$ cat src/rtl/muldiv_ctrl.sv
// muldiv_ctrl - multicycle MULT/MULTU/DIV/DIVU sequencer and HI/LO owner.
//
// Sits in EX beside the ALU. Accepts one operation at a time, runs STEPS
// shift-add (multiply) or restoring-divide iterations on operand magnitudes,
// then applies sign correction in a single FIX cycle that writes HI/LO.
// Also services MTHI/MTLO writes and raises a stall while HI/LO cannot be
// read or written because an operation is still in flight.
//
// Optional build macro: MULDIV_EARLY_OUT_EN
//   When defined, MULTU with a multiplier of 0 or 1, and any divide by zero,
//   skip RUN and go straight to FIX (result one edge after start is sampled).
//
// Ports
//   clk         in   system clock, rising edge
//   rst         in   asynchronous active-high reset
//   start       in   begin the operation selected by op
//   op[1:0]     in   00 MULTU, 01 DIVU, 10 MULT, 11 DIV
//   src_a       in   multiplicand / dividend (rs)
//   src_b       in   multiplier / divisor (rt)
//   hilo_rd     in   EX stage holds MFHI or MFLO
//   hilo_we     in   bit1 MTHI, bit0 MTLO
//   hilo_wdata  in   data for MTHI/MTLO
//   busy        out  operation in progress (RUN or FIX)
//   done        out  one-cycle pulse after HI/LO were written by an operation
//   stall       out  freeze IF/ID/EX
//   hi, lo      out  HI and LO registers
//   dbg_state   out  current FSM state (0 IDLE, 1 RUN, 2 FIX)
//
// Handshake: start is a single-cycle request sampled on a clk edge; it is
// accepted only when the FSM is in IDLE or FIX (FIX allows back-to-back
// issue) and silently dropped while in RUN. There is no ready/ack signal;
// the issuing pipeline uses busy/stall to learn when HI/LO are usable.
//
// STEPS must equal WIDTH: one quotient/product bit is produced per step.

module muldiv_ctrl #(
  parameter int WIDTH = 32,
  parameter int STEPS = 32
) (
  input  logic             clk,
  input  logic             rst,
  input  logic             start,
  input  logic [1:0]       op,
  input  logic [WIDTH-1:0] src_a,
  input  logic [WIDTH-1:0] src_b,
  input  logic             hilo_rd,
  input  logic [1:0]       hilo_we,
  input  logic [WIDTH-1:0] hilo_wdata,
  output logic             busy,
  output logic             done,
  output logic             stall,
  output logic [WIDTH-1:0] hi,
  output logic [WIDTH-1:0] lo,
  output logic [1:0]       dbg_state
);

  localparam int CW = $clog2(STEPS + 1);

  typedef enum logic [1:0] {
    S_IDLE = 2'd0,
    S_RUN  = 2'd1,
    S_FIX  = 2'd2
  } state_e;

  state_e           state_q, state_d;
  logic [CW-1:0]    cnt_q, cnt_d;
  // acc_hi/acc_lo: multiply = {partial product, remaining multiplier bits};
  // divide = {partial remainder, dividend bits shifting out / quotient in}.
  logic [WIDTH-1:0] acc_hi_q, acc_hi_d;
  logic [WIDTH-1:0] acc_lo_q, acc_lo_d;
  // opnd: multiplicand magnitude for multiply, divisor magnitude for divide.
  logic [WIDTH-1:0] opnd_q, opnd_d;
  logic [WIDTH-1:0] a_raw_q, a_raw_d;
  logic             is_div_q, is_div_d;
  logic             neg_res_q, neg_res_d;
  logic             neg_rem_q, neg_rem_d;
  logic             div0_q, div0_d;
  logic [WIDTH-1:0] hi_q, hi_d;
  logic [WIDTH-1:0] lo_q, lo_d;
  logic             done_q, done_d;

  // Operand preparation at start.
  logic             a_neg, b_neg;
  logic [WIDTH-1:0] a_mag, b_mag;
  logic             accept;

  assign a_neg  = op[1] & src_a[WIDTH-1];
  assign b_neg  = op[1] & src_b[WIDTH-1];
  assign a_mag  = a_neg ? -src_a : src_a;
  assign b_mag  = b_neg ? -src_b : src_b;
  assign accept = start & (state_q != S_RUN);

  // One iteration of each algorithm.
  logic [WIDTH:0] mul_sum;
  logic [WIDTH:0] div_shift;
  logic [WIDTH:0] div_diff;
  logic           div_ge;

  assign mul_sum   = {1'b0, acc_hi_q} + {1'b0, (acc_lo_q[0] ? opnd_q : '0)};
  assign div_shift = {acc_hi_q, acc_lo_q[WIDTH-1]};
  assign div_diff  = div_shift - {1'b0, opnd_q};
  assign div_ge    = (div_shift >= {1'b0, opnd_q});

  // Sign correction applied in FIX. |-2^WIDTH-1| / 1 naturally yields the
  // 0x80..0 quotient after negation, so the overflow case needs no special path.
  logic [2*WIDTH-1:0] prod_raw, prod_fix;
  logic [WIDTH-1:0]   quot_fix, rem_fix;

  assign prod_raw = {acc_hi_q, acc_lo_q};
  assign prod_fix = neg_res_q ? -prod_raw : prod_raw;
  assign quot_fix = neg_res_q ? -acc_lo_q : acc_lo_q;
  assign rem_fix  = neg_rem_q ? -acc_hi_q : acc_hi_q;

  always_comb begin
    state_d   = state_q;
    cnt_d     = cnt_q;
    acc_hi_d  = acc_hi_q;
    acc_lo_d  = acc_lo_q;
    opnd_d    = opnd_q;
    a_raw_d   = a_raw_q;
    is_div_d  = is_div_q;
    neg_res_d = neg_res_q;
    neg_rem_d = neg_rem_q;
    div0_d    = div0_q;
    hi_d      = hi_q;
    lo_d      = lo_q;
    done_d    = (state_q == S_FIX);

    case (state_q)
      S_IDLE: begin
        // MTHI/MTLO only land while nothing is in flight.
        if (hilo_we[1]) hi_d = hilo_wdata;
        if (hilo_we[0]) lo_d = hilo_wdata;
      end
      S_RUN: begin
        if (is_div_q) begin
          acc_hi_d = div_ge ? div_diff[WIDTH-1:0] : div_shift[WIDTH-1:0];
          acc_lo_d = {acc_lo_q[WIDTH-2:0], div_ge};
        end else begin
          acc_hi_d = mul_sum[WIDTH:1];
          acc_lo_d = {mul_sum[0], acc_lo_q[WIDTH-1:1]};
        end
        cnt_d = cnt_q + CW'(1);
        if (cnt_q == CW'(STEPS - 1)) state_d = S_FIX;
      end
      S_FIX: begin
        if (div0_q) begin
          lo_d = '1;
          hi_d = a_raw_q;
        end else if (is_div_q) begin
          lo_d = quot_fix;
          hi_d = rem_fix;
        end else begin
          lo_d = prod_fix[WIDTH-1:0];
          hi_d = prod_fix[2*WIDTH-1:WIDTH];
        end
        state_d = S_IDLE;
      end
      default: state_d = S_IDLE;
    endcase

    // A start in IDLE or FIX latches operands; the FIX-cycle HI/LO write
    // above still completes on the same edge.
    if (accept) begin
      is_div_d  = op[0];
      neg_res_d = a_neg ^ b_neg;
      neg_rem_d = a_neg;
      a_raw_d   = src_a;
      div0_d    = op[0] & (src_b == '0);
      acc_hi_d  = '0;
      acc_lo_d  = op[0] ? a_mag : b_mag;
      opnd_d    = op[0] ? b_mag : a_mag;
      cnt_d     = '0;
      state_d   = S_RUN;
`ifdef MULDIV_EARLY_OUT_EN
      // Trivial MULTU: product is 0 or a, preloaded so FIX sees it directly.
      if (op == 2'b00 && b_mag[WIDTH-1:1] == '0) begin
        acc_lo_d = b_mag[0] ? a_mag : '0;
        state_d  = S_FIX;
      end
      if (op[0] && src_b == '0) state_d = S_FIX;
`endif
    end
  end

  always_ff @(posedge clk or posedge rst) begin
    if (rst) begin
      state_q   <= S_IDLE;
      cnt_q     <= '0;
      acc_hi_q  <= '0;
      acc_lo_q  <= '0;
      opnd_q    <= '0;
      a_raw_q   <= '0;
      is_div_q  <= 1'b0;
      neg_res_q <= 1'b0;
      neg_rem_q <= 1'b0;
      div0_q    <= 1'b0;
      hi_q      <= '0;
      lo_q      <= '0;
      done_q    <= 1'b0;
    end else begin
      state_q   <= state_d;
      cnt_q     <= cnt_d;
      acc_hi_q  <= acc_hi_d;
      acc_lo_q  <= acc_lo_d;
      opnd_q    <= opnd_d;
      a_raw_q   <= a_raw_d;
      is_div_q  <= is_div_d;
      neg_res_q <= neg_res_d;
      neg_rem_q <= neg_rem_d;
      div0_q    <= div0_d;
      hi_q      <= hi_d;
      lo_q      <= lo_d;
      done_q    <= done_d;
    end
  end

  assign busy      = (state_q != S_IDLE);
  assign done      = done_q;
  assign stall     = busy & (hilo_rd | (hilo_we != 2'b00));
  assign hi        = hi_q;
  assign lo        = lo_q;
  assign dbg_state = state_q;

endmodule

$ cat config.mk
export PLATFORM = sky130hd
export DESIGN_NAME = muldiv_ctrl
export DESIGN_NICKNAME = d
export VERILOG_FILES = /design/src/rtl/muldiv_ctrl.sv
export SDC_FILE = /design/constraint.sdc
export NUM_CORES = 1
export LEC_CHECK = 0
export ABC_CLOCK_PERIOD_IN_PS = 9900
export BUFFER_PORTS_ARGS = -buffer_cell sky130_fd_sc_hd__buf_2
export CAP_MARGIN = 20
export CORE_MARGIN = 2
export CORE_UTILIZATION = 41
export DETAILED_ROUTE_END_ITERATION = 8
export GPL_TIMING_DRIVEN = 0
export RECOVER_POWER = 50
export SLEW_MARGIN = 20
export SYNTH_ARGS = -nofsm -noshare
export SYNTH_HDL_FRONTEND = slang
export SYNTH_SLANG_ARGS = --single-unit
$ cat constraint.sdc
create_clock -name clk -period 9.9 [get_ports clk]
set_clock_uncertainty 0.15 [all_clocks]
set_input_delay 2.97 -clock clk [delete_from_list [all_inputs] [get_ports clk]]
set_output_delay 2.97 -clock clk [all_outputs]
set_load 0.02 [all_outputs]
-- Word level (Yosys, flattened, before mapping)
Cells that the tools add are included.
- register bits: 205
- bits of input ports: 104
- output and inout port bits: 69
- add/subtract/negate cells: 8
- $lt $le $gt $ge: 1
- eq/ne operators: 8
- muxes and demuxes: 28
- bitwise gates (word level): 7
- reduce and logical (&&, ||, !) cells: 9
- operators by type and width (kind ; number):
    32-bit two-way mux ; 20
    32-bit negation ; 4
    32-bit case mux with 2 select lines ; 2
    64-bit two-way mux ; 1
    64-bit negation ; 1
    32-bit by 32-bit adder with 33-bit output ; 1
    33-bit by 32-bit >= comparator with 1-bit output ; 1
    32-bit logical NOT ; 1
    32-bit subtractor ; 1
    6-bit two-way mux ; 2
    2-bit nonzero test ; 4
    6-bit by 1-bit adder with 6-bit output (second input constant) ; 1
    6-bit by 5-bit equality test with 1-bit output (second input constant) ; 1
    2-bit != test (second input constant) ; 3
    2-bit AND reduction ; 3
    1-bit bitwise AND ; 5
    2-bit two-way mux ; 2
    2-bit case mux with 2 select lines ; 1
    3-bit != test (second input constant) ; 1
    2-bit by 1-bit equality test with 1-bit output (second input constant) ; 1
    2-bit equality test (second input constant) ; 1
    2-bit logical NOT ; 1
    2-bit by 1-bit != test with 1-bit output (second input constant) ; 1
    1-bit OR ; 1
    1-bit XOR ; 1

-- Longest topological paths before layout
- depth after elaboration: 5
- depth in mapped cells: 14

-- Least setup slack after synthesis
Ideal clock, no wire load.
- kind: input -> output
- from: input port hilo_we[1]
- to: output port stall
- arrival time: 3.325 ns
- required time: 6.780 ns
- path slack: 3.455 ns
- stages on the path: 1
- path buffers: 0
- path through: o31a_1
- word-level cells in the longest chain between the ends: 3
- ends and longest elaborated chain (element ; line ; text):
    start: declaration ; 47 ; input logic [1:0] hilo_we,
    2-bit nonzero test ; 220 ; assign stall = busy & (hilo_rd | (hilo_we != 2'b00));
    1-bit OR ; 220 ;
    1-bit bitwise AND ; 220 ;
    end: declaration ; 51 ; output logic stall,
No other way between the ends.

-- Worst setup path in the final report
Same ends and word-level chain as after synthesis.

==> impl_metrics.json <==
{
  "outcome": "complete, but fails checks",
  "violations": "capacitance limit, slew limit",
  "vias_per_cell": 6.14,
  "cpLargestDelayFamily": "compound AO/OA/AOI/OAI gates",
  "synthTopCellsByArea": "dfrtp_1, o21ai_0, xnor2_1",
  "syn_avg_cell_area_sq_um": 8.14,
  "port_buffers": 171,
  "synth.cells.most_frequent": "dfrtp_1, o21ai_0, nand2_1",
  "antenna_left": 0,
  "worstPathRequired_ns": 6.78,
  "synth_top_cell_area_share_pct": 31.5,
  "p_per_area_nw_per_um2": 392,
  "critPathMaxStageDelay_ns": 0.29,
  "cts.clk_slew.worst_paths_ns": 0.06,
  "synth_top_family_by_area": "compound AO/OA/AOI/OAI gates",
  "syn_nets": 2175,
  "io_pins": 173,
  "rsz0062_at_grt": "false",
  "clkLatencyLatePin_ns": 0.57,
  "synth.largest_area_cell": "dfrtp_1",
  "synth_most_common_cell": "dfrtp_1",
  "synth_seq_area_share_pct": 31.5,
  "drc_errors": 0,
  "cts_buffers": 26,
  "drt_iter0_markers": 1868,
  "postCtsSetupRepairBufs": 0,
  "arrival_ns": 3.50,
  "drv_cap": 1,
  "cts_buffer_depth": 3,
  "worstSetupEndpointType": "output port",
  "yosys_register_bits": 205,
  "netlist_instances": 2000,
  "hpwl_mm": 53.8,
  "dr.pass1.iters": 6,
  "worstPathMaxFanout": 2,
  "grt_usage_pct": 32.2,
  "synth_edf_count": 0,
  "post-route-period-util_pct": 66.9,
  "hp-class": "reg -> reg",
  "htree_levels": 1,
  "nets": 2376,
  "die_w_um": 203,
  "synthSimpleGateAreaFrac_pct": 17.3,
  "ys_warn_count": 0,
  "p_leak_nw": 8.02,
  "syn-cell-area_sq_um": 16300,
  "register_area_sq_um": 5130,
  "wl_mm": 67.4,
  "ys_async_sr_fraction_pct": 100,
  "gp_congestion": 1.01,
  "yosys.cell_types.count": 78,
  "wl_per_cell_um": 24.5,
  "synth_fa_ha_area_share_pct": 5.55,
  "min_period_ns": 6.62,
  "worst-path-buf-inv": 2,
  "fin_hold_ws_ns": 0.326,
  "synthXorXnorAreaFrac_pct": 9.20,
  "start_kind": "input pin",
  "synth_ff_type": "dfrtp_1",
  "slowest_stage": "o31a_1",
  "tightest_slew_ns": 2.06,
  "synth_compound_area_share_pct": 26.1,
  "relSlewSlack_pct": -38.3,
  "dieArea_sq_um": 41300,
  "finalCoreUtilization_pct": 47.4,
  "grt.overflow.total": 0,
  "grt_pass1_wl_mm": 101,
  "area_growth_pct": 14.9,
  "std_cell_rows": 73,
  "grt_antenna_before_repair": 1,
  "cts_tree": "built",
  "ctsHoldBuffers": 0,
  "core_area_sq_um": 39500,
  "setup_violations": 0,
  "crit_chain": "clkbuf_1, o31a_1, buf_2",
  "die_h_um": 203,
  "cts-root-buf": "clkbuf_16",
  "cts_resized": 0,
  "multi_input_area_sq_um": 10400,
  "layout-drive-gt1-share_pct": 12.3,
  "fillers": 4003,
  "slew_viol_final": 41,
  "grt_pass1_vias": 16100,
  "start_util_pct": 41.3,
  "grt_max_degree": 86,
  "path_class": "in -> out",
  "clock-sinks": 205,
  "fmax_mhz": 151,
  "dr_total_vias": 16900,
  "final_hold_viol_count": 0,
  "synth.mux.area_fraction_pct": 5.78,
  "ir_drop_mv": 0.158
}
-- report_power, final --
group | total, mW | internal [mW] | switching, mW
combinational | 4.56 | 1.76 | 2.81
sequential | 1.79 | 1.25 | 0.541
clock | 0.970 | 0.567 | 0.403
-- worst min-delay path: cells and delay by family (launching register included) --
| kind | cells | cell delay (ns) |
|---|---|---|
| and+or+nand+nor | 1 | 0.05 |
| AOI/OAI and AO/OA | 1 | 0.06 |
| DFF | 1 | 0.33 |
-- worst paths after layout --
kind | slack (ns) | cells past startpoint | to | from
hold / removal | 0.33 | 2 | lo[3] | lo[3]
hold reg to reg | 0.33 | 2 | lo[3] | lo[3]
max in group asynchronous | 5.63 | 3 | acc_hi_q[10] | rst
setup reg to reg | 5.11 | 11 | hi[14] | acc_lo_q[0]
min in group asynchronous | 2.79 | 2 | lo[23] | rst
setup / recovery | 3.28 | 3 | stall | hilo_we[1]
-- cell usage in the layout, fill, tap and decap left out, types with 21 or more instances in the layout --
cell / n
a211oi_1: 51
a21oi_1: 153
nor3_1: 46
o211ai_1: 24
a22oi_1: 25
o31ai_1: 21
buf_2: 175
nand3_1: 29
o22ai_1: 45
xor2_1: 61
nand2b_1: 21
a31oi_1: 23
nor2_1: 156
mux2i_1: 58
dfrtp_1: 205
mux2_2: 31
clkbuf_1: 119
inv_1: 63
clkbuf_16: 26
o21ai_0: 202
a21o_1: 30
ha_1: 69
xnor2_1: 110
nand2_1: 197
-- cell families after synthesis --
kind of cell | count (synthesis)
buf+inv | 194
mux | 90
xor+xnor | 171
compound gates | 684
flops | 205
fa+ha+maj | 71
simple gates | 585
-- state kept, by name, summed over array words and instances (netlist names) --
| register | cells |
|---|---|
| done | 1 |
| lo | 32 |
| div0_q | 1 |
| neg_res_q | 1 |
| cnt_q | 6 |
| acc_hi_q | 32 |
| acc_lo_q | 32 |
| dbg_state | 2 |
| hi | 32 |
| opnd_q | 32 |
| neg_rem_q | 1 |
| a_raw_q | 32 |
| is_div_q | 1 |
-- routing by layer --
metal | global-route usage, % | up-vias | share of wire [%]
li1 | - | 7734 | -
met1 | 44.3 | 8131 | 43
met2 | 49.8 | 879 | 43
met3 | 4.70 | 137 | 8.7
met4 | 15.7 | 0 | 5.4
met5 | 0 | - | 0
-- area by class of cell --
class                      instances  share of cell area, %
tap                              525                   3.51
inverter                          64                   1.29
antenna                            2                 0.0268
multi-input combinational       1601                   55.6
buffer                           130                   2.72
clock inverter                    11                  0.649
timing repair buffer             173                   4.85
sequential                       205                   27.4
clock buffer                      37                   3.91
-- per-stage QoR --
step	setup TNS [ns]	area (sq um)	total power [mW]	std cells	worst slack, ns
after CTS	0	18700	7.23	2746	3.27
after detailed placement	0	17900	6.24	2698	3.27
after global placement	-313.02	17800	6.18	2696	-1.56
final	0	18700	7.33	2748	3.28
after floorplan	0	16300	4.78	2000	1.18
after global routing	0	18700	7.81	2746	3.25
(Power assumes the default switching activity.)
